--- config.mk ---
export PLATFORM = sky130hd
export DESIGN_NAME = stage1_fetch_decode
export DESIGN_NICKNAME = d
export VERILOG_FILES = /design/src/rtl/stage1_fetch_decode.sv
export SDC_FILE = /design/constraint.sdc
export NUM_CORES = 1
export LEC_CHECK = 0
export CORE_UTILIZATION = 40
export CTS_BUF_LIST = sky130_fd_sc_hd__clkbuf_8
export CTS_CLUSTER_DIAMETER = 80
export DETAILED_ROUTE_END_ITERATION = 8
export PLACE_DENSITY = 0.76
export SYNTH_ARGS = -nofsm -noshare
export SYNTH_HDL_FRONTEND = slang
export SYNTH_SLANG_ARGS = --single-unit
--- constraint.sdc ---
create_clock -name clk -period 2.75 [get_ports clk]
set_input_delay 0.4125 -clock clk [delete_from_list [all_inputs] [get_ports clk]]
set_output_delay 0.4125 -clock clk [all_outputs]
set_load 0.01 [all_outputs]
--- src/rtl/stage1_fetch_decode.sv ---
// stage1_fetch_decode
// Front pipeline stage: owns the PC, fetches from a synchronous-read
// instruction memory, decodes the returned word, reads the register file
// and registers {opcode, memAddr, regIndex, regDataIn} for the memory/IO stage.
//
// Ports
//   clk, reset            clock, asynchronous active-low reset
//   imemAddr / imemData   instruction word address out, instruction in (1-cycle read latency)
//   sr1Index / sr1Data    register port 1 (base register, inst[19:16])
//   sr2Index / sr2Data    register port 2 (data register, inst[23:20])
//   stall                 downstream cannot accept: hold all state
//   redirect, redirectPc  flush and restart fetch at redirectPc (word aligned)
//   opcode, memAddr, regIndex, regDataIn, valid   registered stage outputs
//   halted                stage is parked after a HALT instruction
//   dbg_state             current FSM state, for observation only
//
// Handshake: an output is consumed on every rising edge where valid=1 and
// stall=0; while stall=1 the outputs and valid are held unchanged.
module stage1_fetch_decode #(
    parameter logic [31:0] START_PC            = 32'h0000_0040,
    parameter int          IMEM_ADDR_BIT_WIDTH = 30,
    parameter int          DMEM_ADDR_BIT_WIDTH = 30,
    parameter int          DMEM_DATA_BIT_WIDTH = 32,
    parameter int          REG_INDEX_BIT_WIDTH = 4,
    parameter logic [7:0]  OP_HALT             = 8'hFF
) (
    input  logic                           clk,
    input  logic                           reset,
    output logic [IMEM_ADDR_BIT_WIDTH-1:0] imemAddr,
    input  logic [DMEM_DATA_BIT_WIDTH-1:0] imemData,
    output logic [REG_INDEX_BIT_WIDTH-1:0] sr1Index,
    input  logic [DMEM_DATA_BIT_WIDTH-1:0] sr1Data,
    output logic [REG_INDEX_BIT_WIDTH-1:0] sr2Index,
    input  logic [DMEM_DATA_BIT_WIDTH-1:0] sr2Data,
    input  logic                           stall,
    input  logic                           redirect,
    input  logic [DMEM_DATA_BIT_WIDTH-1:0] redirectPc,
    output logic [7:0]                     opcode,
    output logic [DMEM_ADDR_BIT_WIDTH-1:0] memAddr,
    output logic [REG_INDEX_BIT_WIDTH-1:0] regIndex,
    output logic [DMEM_DATA_BIT_WIDTH-1:0] regDataIn,
    output logic                           valid,
    output logic                           halted,
    output logic [1:0]                     dbg_state
);

    localparam int DW = DMEM_DATA_BIT_WIDTH;

    typedef enum logic [1:0] {
        S_FILL   = 2'd0,
        S_RUN    = 2'd1,
        S_HALTED = 2'd2
    } state_t;

    state_t                         state_q, state_d;
    logic [DW-1:0]                  fetch_pc_q, fetch_pc_d;
    logic [DW-1:0]                  decode_pc_q, decode_pc_d;
    logic                           decode_valid_q, decode_valid_d;
    logic [7:0]                     opcode_q, opcode_d;
    logic [DMEM_ADDR_BIT_WIDTH-1:0] mem_addr_q, mem_addr_d;
    logic [REG_INDEX_BIT_WIDTH-1:0] reg_index_q, reg_index_d;
    logic [DW-1:0]                  reg_data_in_q, reg_data_in_d;
    logic                           valid_q, valid_d;

    // Decode of the instruction currently returned by the memory
    logic [7:0]    dec_opcode;
    logic [DW-1:0] dec_imm;
    logic [DW-1:0] dec_ea;

    assign dec_opcode = imemData[31:24];
    assign dec_imm    = {{(DW-16){imemData[15]}}, imemData[15:0]};
    assign dec_ea     = sr1Data + dec_imm;
    assign sr1Index   = imemData[19:16];
    assign sr2Index   = imemData[23:20];

    // While stalled with a live instruction in decode, re-request its address
    // so the synchronous memory keeps returning the same word.
    assign imemAddr = (stall && decode_valid_q) ? decode_pc_q[DW-1 -: IMEM_ADDR_BIT_WIDTH]
                                                : fetch_pc_q[DW-1 -: IMEM_ADDR_BIT_WIDTH];

    assign opcode    = opcode_q;
    assign memAddr   = mem_addr_q;
    assign regIndex  = reg_index_q;
    assign regDataIn = reg_data_in_q;
    assign valid     = valid_q;
    assign halted    = (state_q == S_HALTED);
    assign dbg_state = state_q;

    // Byte-offset bits that never influence a word address
    logic unused_low_bits;
    assign unused_low_bits = ^{dec_ea[1:0], redirectPc[1:0], decode_pc_q[1:0]};

    always_comb begin
        state_d        = state_q;
        fetch_pc_d     = fetch_pc_q;
        decode_pc_d    = decode_pc_q;
        decode_valid_d = decode_valid_q;
        opcode_d       = opcode_q;
        mem_addr_d     = mem_addr_q;
        reg_index_d    = reg_index_q;
        reg_data_in_d  = reg_data_in_q;
        valid_d        = valid_q;

        if (redirect) begin
            fetch_pc_d     = {redirectPc[DW-1:2], 2'b00};
            decode_valid_d = 1'b0;
            valid_d        = 1'b0;
            state_d        = S_FILL;
        end else if (!stall) begin
            case (state_q)
                S_FILL: begin
                    decode_pc_d    = fetch_pc_q;
                    fetch_pc_d     = fetch_pc_q + DW'(4);
                    decode_valid_d = 1'b1;
                    state_d        = S_RUN;
                end
                S_RUN: begin
                    opcode_d      = dec_opcode;
                    mem_addr_d    = dec_ea[DW-1 -: DMEM_ADDR_BIT_WIDTH];
                    reg_index_d   = imemData[23:20];
                    reg_data_in_d = sr2Data;
                    valid_d       = decode_valid_q;
                    decode_pc_d   = fetch_pc_q;
                    fetch_pc_d    = fetch_pc_q + DW'(4);
                    // The HALT itself is still presented once with valid=1
                    if (decode_valid_q && (dec_opcode == OP_HALT)) begin
                        state_d        = S_HALTED;
                        decode_valid_d = 1'b0;
                    end
                end
                S_HALTED: begin
                    valid_d = 1'b0;
                end
                default: begin
                    state_d = S_FILL;
                end
            endcase
        end
    end

    always_ff @(posedge clk or negedge reset) begin
        if (!reset) begin
            state_q        <= S_FILL;
            fetch_pc_q     <= START_PC;
            decode_pc_q    <= '0;
            decode_valid_q <= 1'b0;
            opcode_q       <= '0;
            mem_addr_q     <= '0;
            reg_index_q    <= '0;
            reg_data_in_q  <= '0;
            valid_q        <= 1'b0;
        end else begin
            state_q        <= state_d;
            fetch_pc_q     <= fetch_pc_d;
            decode_pc_q    <= decode_pc_d;
            decode_valid_q <= decode_valid_d;
            opcode_q       <= opcode_d;
            mem_addr_q     <= mem_addr_d;
            reg_index_q    <= reg_index_d;
            reg_data_in_q  <= reg_data_in_d;
            valid_q        <= valid_d;
        end
    end

endmodule

# Word-level counts from Yosys, hierarchy flattened
# Index checks and enable logic that the tools add are counted.
# Widths: inputs -> output; s select.
# word_totals
word_cells,47
regBits,142
# classes
mux,15
n_reduce_logical,13
eq_ne,6
bitwise_logic,2
n_addsub,2
# ops
cell,n
$mux 32,3
$add 32x3->32 const B,1
$add 32x32->32,1
$mux 30,1
$reduce_and 3->1,4
$eq 8x8->1 const B,1
$mux 2,3
$pmux 2 s3,1
$reduce_bool 3->1,2
$mux 1,5
$pmux 1 s2,2
$reduce_and 2->1,2
$ne 3x3->1 const B,1
$eq 2x1->1 const B,1
$eq 2x2->1 const B,1
$logic_and 1x1->1,2
$logic_not 2->1,1
$ne 2x1->1 const B,1
$ne 2x2->1 const B,1
$not 1->1,2
$reduce_bool 2->1,1
$reduce_or 2->1,1

# Depth between registers and ports, before layout
# Gate-level depths: netlist of run 1.
# depth
word_depth,6
ltp_mapped,10
ltp_nobuf,9

# Worst setup path before layout of run 1
# OpenSTA, ideal clock, no wires.
# synth_timing
path_kind,input to register
from,input imemData[10]
to,"register mem_addr_q[29], in the netlist memAddr[29]"
path_stages,10
t_required_ns,2.609
slack_ns,0.475
arrival_ns,2.134
cell_sequence,ha_1 > buf_4 > and4_4 > nand2_1 > a2bb2oi_2 > a311oi_2 > o21ai_2 > a221oi_4 > or3_1 > a31oi_1
# synth_via
elab_chain_len,1
# synth_rtl
item,line,rtl
"start, declared",30,"input logic [DMEM_DATA_BIT_WIDTH-1:0] imemData,"
$add 32x32->32,72,assign dec_ea = sr1Data + dec_imm;
"end signal, assigned",158,mem_addr_q <= mem_addr_d;
"end, declared",60,"logic [DMEM_ADDR_BIT_WIDTH-1:0] mem_addr_q, mem_addr_d;"
# No other way between the ends.
# A chain may end at the register's enable or synchronous reset.

# Worst setup path after layout of run 1
# layout_timing
from,register decode_valid_q
to,output imemAddr[27]
# layout_via
elab_chain_len,2
# layout_rtl
item,line,rtl
"start, declared",58,"logic decode_valid_q, decode_valid_d;"
"start signal, assigned",156,decode_valid_q <= decode_valid_d;
$logic_and 1x1->1,78,assign imemAddr = (stall && decode_valid_q) ? decode_pc_q[DW-1 -: IMEM_ADDR_BIT_WIDTH]
$mux 30,78,
"end, declared",29,"output logic [IMEM_ADDR_BIT_WIDTH-1:0] imemAddr,"
# No other way between the ends.

==> results of run 1 <==
## power by group through the flow
stage	combinational, W	clock, W	sequential [W]
5_1_grt	0.00379	0.00196	0.00328
6_report	0.00348	0.00180	0.00317
3_3_place_gp	0.00343	0	0.00318
2_1_floorplan	0.00130	0	0.00337
3_5_place_dp	0.00349	0	0.00321
4_1_cts	0.00351	0.00186	0.00318
## worst max-delay path: stages (launching register included)
cell and delay (ns):
dfrtp_1 0.45, nand2_1 0.13, buf_12 0.22, mux2_2 0.35, clkdlybuf4s50_1 0.52
## routing by layer
layer / GRT usage (%) / wire (um)
met1: 27.5 / 9220
met2: 37.8 / 10300
met3: 5.60 / 1280
met4: 6.01 / 296
met5: 0 / 0
## cells in the final DEF (no fill, tap or decap), types with 3 or more instances in the layout
master	n
a211oi_1	3
a21o_1	8
a21oi_1	32
a31oi_1	4
and3_1	9
buf_4	82
bufinv_16	3
clkbuf_8	21
clkdlybuf4s50_1	234
dfrtp_1	137
ha_1	31
inv_1	14
inv_6	3
mux2_2	62
nand2_1	224
nand2b_1	5
nand3_1	26
nand4_1	11
nor2_1	24
nor2b_1	4
nor3_1	7
o21a_1	3
o21ai_0	60
o21ai_1	4
o21ai_2	3
o21bai_1	6
o31ai_1	3
xnor2_1	25
xor2_1	28
## logic make-up after synthesis
| family | after synthesis | synth area share (%) |
|---|---|---|
| and+or+nand+nor | 330 | 18.7 |
| AOI/OAI and AO/OA | 148 | 12.3 |
| DFF | 138 | 44.9 |
| muxes | 64 | 9.34 |
| buffers and inverters | 60 | 3.58 |
| xor gates and xnor gates | 53 | 6.04 |
| adders and majority gates | 31 | 5.04 |
## area by class of cell
| class | count | area [um^2] | area share (%) |
|---|---|---|---|
| multi-input combinational | 626 | 3970 | 35.4 |
| sequential | 138 | 3450 | 30.8 |
| timing repair buffer | 322 | 3040 | 27.1 |
| tap | 234 | 293 | 2.61 |
| clock buffer | 21 | 289 | 2.57 |
| clock inverter | 11 | 143 | 1.27 |
| inverter | 11 | 41.3 | 0.368 |
## sequential cells by signal, summed over array words and instances (netlist names)
register / flops
decode_valid_q: 1
opcode: 8
regIndex: 4
valid: 1
memAddr: 30
dbg_state: 2
decode_pc_q: 30
regDataIn: 32
fetch_pc_q: 30
## path summary, 6_finish.rpt
check | start | endpoint | slack (ns) | cells after the start
worst max-delay path | decode_valid_q | imemAddr[27] | 0.22 | 4
worst min-delay path | redirect | valid | 0.23 | 2
worst max register to register | fetch_pc_q[6] | fetch_pc_q[30] | 0.59 | 7
worst min register to register | regDataIn[16] | regDataIn[16] | 0.47 | 2
max in group asynchronous | reset | decode_pc_q[21] | 1.44 | 3
min in group asynchronous | reset | fetch_pc_q[7] | 0.51 | 2
## per-stage QoR
step | instances | utilization (%) | hold WS [ns]
after detailed placement | 1330 | 57.4 | 0.433
after global placement | 1330 | 57.4 | 0.420
after floorplan | 824 | - | 0.117
after global routing | 1363 | 59.8 | 0.222
final | 1363 | 59.8 | 0.229
after CTS | 1363 | 59.8 | 0.187
## repair_timing
item,in CTS,in global routing
setup endpoints to repair,0,2
hold buffers,1,0
gates resized for setup,0,1
endpoints found under the hold margin,51,0
==> impl_metrics.py, run 1 <==
metrics = {
    "logic_synthesis": {
        "syn_area_um2": 7690,
        "synth.avg_cell_area_um2": 9.33,
        "synth_top_area_cell": "dfrtp_1",
        "seq_area_frac_synth_pct": 44.9,
        "synth_nets": 987,
        "synth_commonest_cells": "nand2_1 (225), dfrtp_1 (137), mux2_2 (62)",
        "synth_cell_types": 64,
        "synthCells": 824,
        "synth-main-ff-cell": "dfrtp_1",
        "synth_edf_count": 0,
        "yosys_warnings": 0,
        "synth_area_leaders": "dfrtp_1 (45%), nand2_1 (11%), mux2_2 (9.1%), ha_1 (5.0%), o21ai_0 (3.9%)",
        "synth_top_area_share_pct": 44.6,
        "ys_ff_latch": 138,
        "ys_async_sr_fraction_pct": 100,
        "synth_most_common_cell": "nand2_1",
    },
    "place": {
        "dpl.hpwl_um": 15700,
        "port_buffers": 237,
        "place.gp.congestion": 0.857,
        "placed_area_um2": 10800,
        "place_ws_ns": -0.294,
    },
    "detailed_routing": {
        "totalWireLength_um": 21100,
        "wire_per_inst_um": 15.5,
        "firstDrtPassIters": 4,
        "viasPerCell": 5.02,
        "drcViolationCount": 0,
        "first_iter_violations": 256,
        "vias": 6847,
        "antenna_left": 0,
    },
    "final_layout": {
        "fin_area_um2": 11200,
        "nNetsFinal": 1279,
        "drive_gt1_share_pct": 17.8,
        "fillers": 1609,
        "areaGrowthSynthToFinish_pct": 46.0,
        "diodes": 0,
    },
    "timing": {
        "fin_crit_ns": 2.53,
        "worst_slack_ns": 0.225,
        "rsz0062_at_grt": "false",
        "fmax_ghz": 0.396,
        "relSlewSlack_pct": 63.1,
        "worst_pin_slew_ns": 0.546,
        "final-hold-violation-count": 0,
        "fin_crit_sh_pct": 91.8,
        "final_max_slew_viol_count": 0,
        "finalSetupTns_ns": 0,
        "clock_skew_ns": 0.0108,
        "setup_viol": 0,
    },
    "critical_path": {
        "crit_type": "reg2out",
        "required_ns": 2.34,
        "cp.arrival_ns": 2.11,
        "end_kind": "output pin",
        "start_kind": "register",
        "crit_fanout": 30,
    },
    "global_routing": {
        "grt.total_usage_pct": 22.0,
        "grt_pass1_vias": 6982,
        "grt_overflow": 0,
        "grt_pass1_wl_um": 34600,
        "grt_max_degree": 61,
        "grt_antenna_before_repair": 0,
    },
    "clocking": {
        "clk_path_buf_depth": 2,
        "clk_latency_ns": 0.44,
        "postCtsSetupRepairBufs": 0,
        "cts_sinks": 138,
        "htreeDepth": 4,
        "clockRootBuffer": "clkbuf_8",
        "numCtsBuffers": 17,
        "tritoncts": "built",
        "cts.reportedPaths.clkPinSlew_ns": 0.07,
    },
    "power": {
        "leakagePower_nw": 5.02,
        "powerDensity_nw_per_um2": 753,
        "swShare_pct": 32.8,
        "combPwrFrac_pct": 41.1,
        "seq_power_share_pct": 37.5,
        "internal-power_w": 0.00568,
        "power.switching_w": 0.00277,
        "power_w": 0.00845,
        "clkPwrFrac_pct": 21.3,
        "ir_drop_mv": 0.487,
    },
    "floorplanning": {
        "die_x_um": 141,
        "design.core.area_um2": 18800,
        "die_h_um": 141,
        "io_pins": 248,
        "dieArea_um2": 19800,
        "start_util_pct": 41.0,
        "core.rowCount": 50,
    },
    "status": {
        "status": "completed",
    },
    "min_path": {
        "min_path_type": "in2reg",
    },
    "run": {
        "drv_cap": 0,
    },
}
(Power assumes the default switching activity.)
==> run 2: changes to the inputs <==
Settings changed: CORE_UTILIZATION 40 to 35, PLACE_DENSITY 0.76 to 0.68, TNS_END_PERCENT set to 50.
==> impl_metrics.py, run 2 (same netlist as run 1, synthesis figures left out) <==
metrics = {
    "detailed_routing": {
        "wl_met1_um": 9220,
        "antenna_left": 0,
        "drcViolationCount": 0,
        "wire_per_inst_um": 15.0,
        "met2WireLength_um": 10200,
        "met3_length_um": 1320,
        "viasPerCell": 4.87,
        "vias": 6820,
        "firstDrtPassIters": 4,
        "top_layer_used": "met4",
        "totalWireLength_um": 21000,
        "first_iter_violations": 261,
    },
    "global_routing": {
        "grt_pass1_wl_um": 34300,
        "grt_overflow": 0,
        "grt_max_degree": 139,
        "grt_pass1_vias": 6834,
        "grt_antenna_before_repair": 0,
        "grt.total_usage_pct": 19.3,
    },
    "timing": {
        "fin_crit_ns": 2.63,
        "fin_crit_sh_pct": 95.8,
        "setup_viol": 0,
        "relSlewSlack_pct": 47.0,
        "worst_slack_ns": 0.116,
        "clock_skew_ns": 0.0118,
        "final_max_slew_viol_count": 0,
        "worst_pin_slew_ns": 0.795,
        "finalHoldWorstSlack_ns": 0.0482,
        "final-hold-violation-count": 0,
        "rsz0062_at_grt": "false",
        "fmax_ghz": 0.380,
    },
    "floorplanning": {
        "io_pins": 248,
        "die_h_um": 150,
        "core.rowCount": 53,
        "dieArea_um2": 22600,
        "design.core.area_um2": 21300,
        "start_util_pct": 36.1,
        "die_x_um": 150,
    },
    "final_layout": {
        "fillers": 1939,
        "utilization_pct": 53.0,
        "diodes": 0,
        "layout_common_cells": "clkdlybuf4s50_1 (235), nand2_1 (224), dfrtp_1 (137), buf_4 (79), mux2_2 (62)",
        "nNetsFinal": 1276,
        "fin_area_um2": 11300,
        "drive_gt1_share_pct": 17.9,
        "layout_commonest_cell": "clkdlybuf4s50_1",
        "largest_reg_flops": 32,
        "areaGrowthSynthToFinish_pct": 46.6,
    },
    "place": {
        "port_buffers": 237,
        "dpl.hpwl_um": 15500,
        "placed_area_um2": 10800,
        "place.gp.congestion": 0.858,
        "place_ws_ns": -0.117,
    },
    "critical_path": {
        "r2r-start": "fetch_pc_q[6]",
        "end_kind": "output pin",
        "start_kind": "input pin",
        "required_ns": 2.34,
        "crit_fanout": 30,
        "startpoint": "stall",
        "crit_type": "in2out",
        "cp.arrival_ns": 2.22,
    },
    "clocking": {
        "clk_path_buf_depth": 2,
        "cts.reportedPaths.clkPinSlew_ns": 0.08,
        "cts_sinks": 138,
        "postCtsSetupRepairBufs": 0,
        "clockRootBuffer": "clkbuf_8",
        "htreeDepth": 4,
        "numCtsBuffers": 17,
        "tritoncts": "built",
        "clk_latency_ns": 0.44,
        "cts_resized": 0,
        "ctsHoldBuffers": 0,
    },
    "status": {
        "status": "completed",
    },
    "run": {
        "drv_cap": 0,
    },
    "power": {
        "powerDensity_nw_per_um2": 753,
        "power_w": 0.00849,
        "leakagePower_nw": 5.00,
        "ir_drop_mv": 0.438,
    },
    "min_path": {
        "min_path_type": "in2async",
    },
}
run 2: cell types whose count changed in the layout (fill, tap and decap cells not counted), sizes merged:
cell,change
clkbuf,-4
clkdlybuf4s50,+1
inv,+2
dlymetal6s2s,-1
buf,-2
clkinvlp,-1
clkinv,+3
dlygate4sd3,-1
run 2: final timing paths:
kind,end,slack (ns),cells after the start
setup / recovery,imemAddr[29],0.12,5
hold / removal,decode_pc_q[7],0.05,2
setup reg to reg,fetch_pc_q[30],0.57,7
hold reg to reg,opcode[5],0.48,2
max in group asynchronous,memAddr[7],2.10,2
min in group clk,opcode[5],0.48,2
run 2: critical path, stage by stage:
cell             delay [ns]
clkdlybuf4s50_1        0.53
nand2_1                0.17
buf_12                 0.22
mux2_2                 0.36
clkdlybuf4s50_1        0.51
run 2: metal layers:
layer / track usage [%] / up-vias
met2: 32.9 / 174
met3: 5.15 / 13
met4: 4.14 / 0
met1: 24.3 / 3232
met5: 0 / -
li1: - / 3401
run 2: power by group:
group	internal (W)	switching (W)	total (W)
clock network	0.000940	0.000917	0.00186
registers	0.00273	0.000451	0.00318
logic	0.00195	0.00150	0.00345
total	0.00562	0.00287	0.00849
run 2: per-stage QoR:
step / TNS [ns] / cells
3_3_place_gp: -0.388 / 1369
3_5_place_dp: -0.607 / 1369
6_report: 0 / 1401
4_1_cts: 0 / 1401
2_1_floorplan: 0 / 824
5_1_grt: 0 / 1401
run 2: final cells by class:
class	instances	area [um^2]	share of cell area, %
clock buffer	17	234	2.07
clock inverter	15	208	1.84
multi-input combinational	626	3970	35.2
inverter	11	41.3	0.366
sequential	138	3450	30.6
tap	275	344	3.05
timing repair buffer	319	3020	26.8
==> run 3: changes to the inputs <==
Settings changed: CTS_CLUSTER_SIZE set to 10.
==> results of run 3 <==
No change in the layout: final DEF, timing and power equal those of run 2.
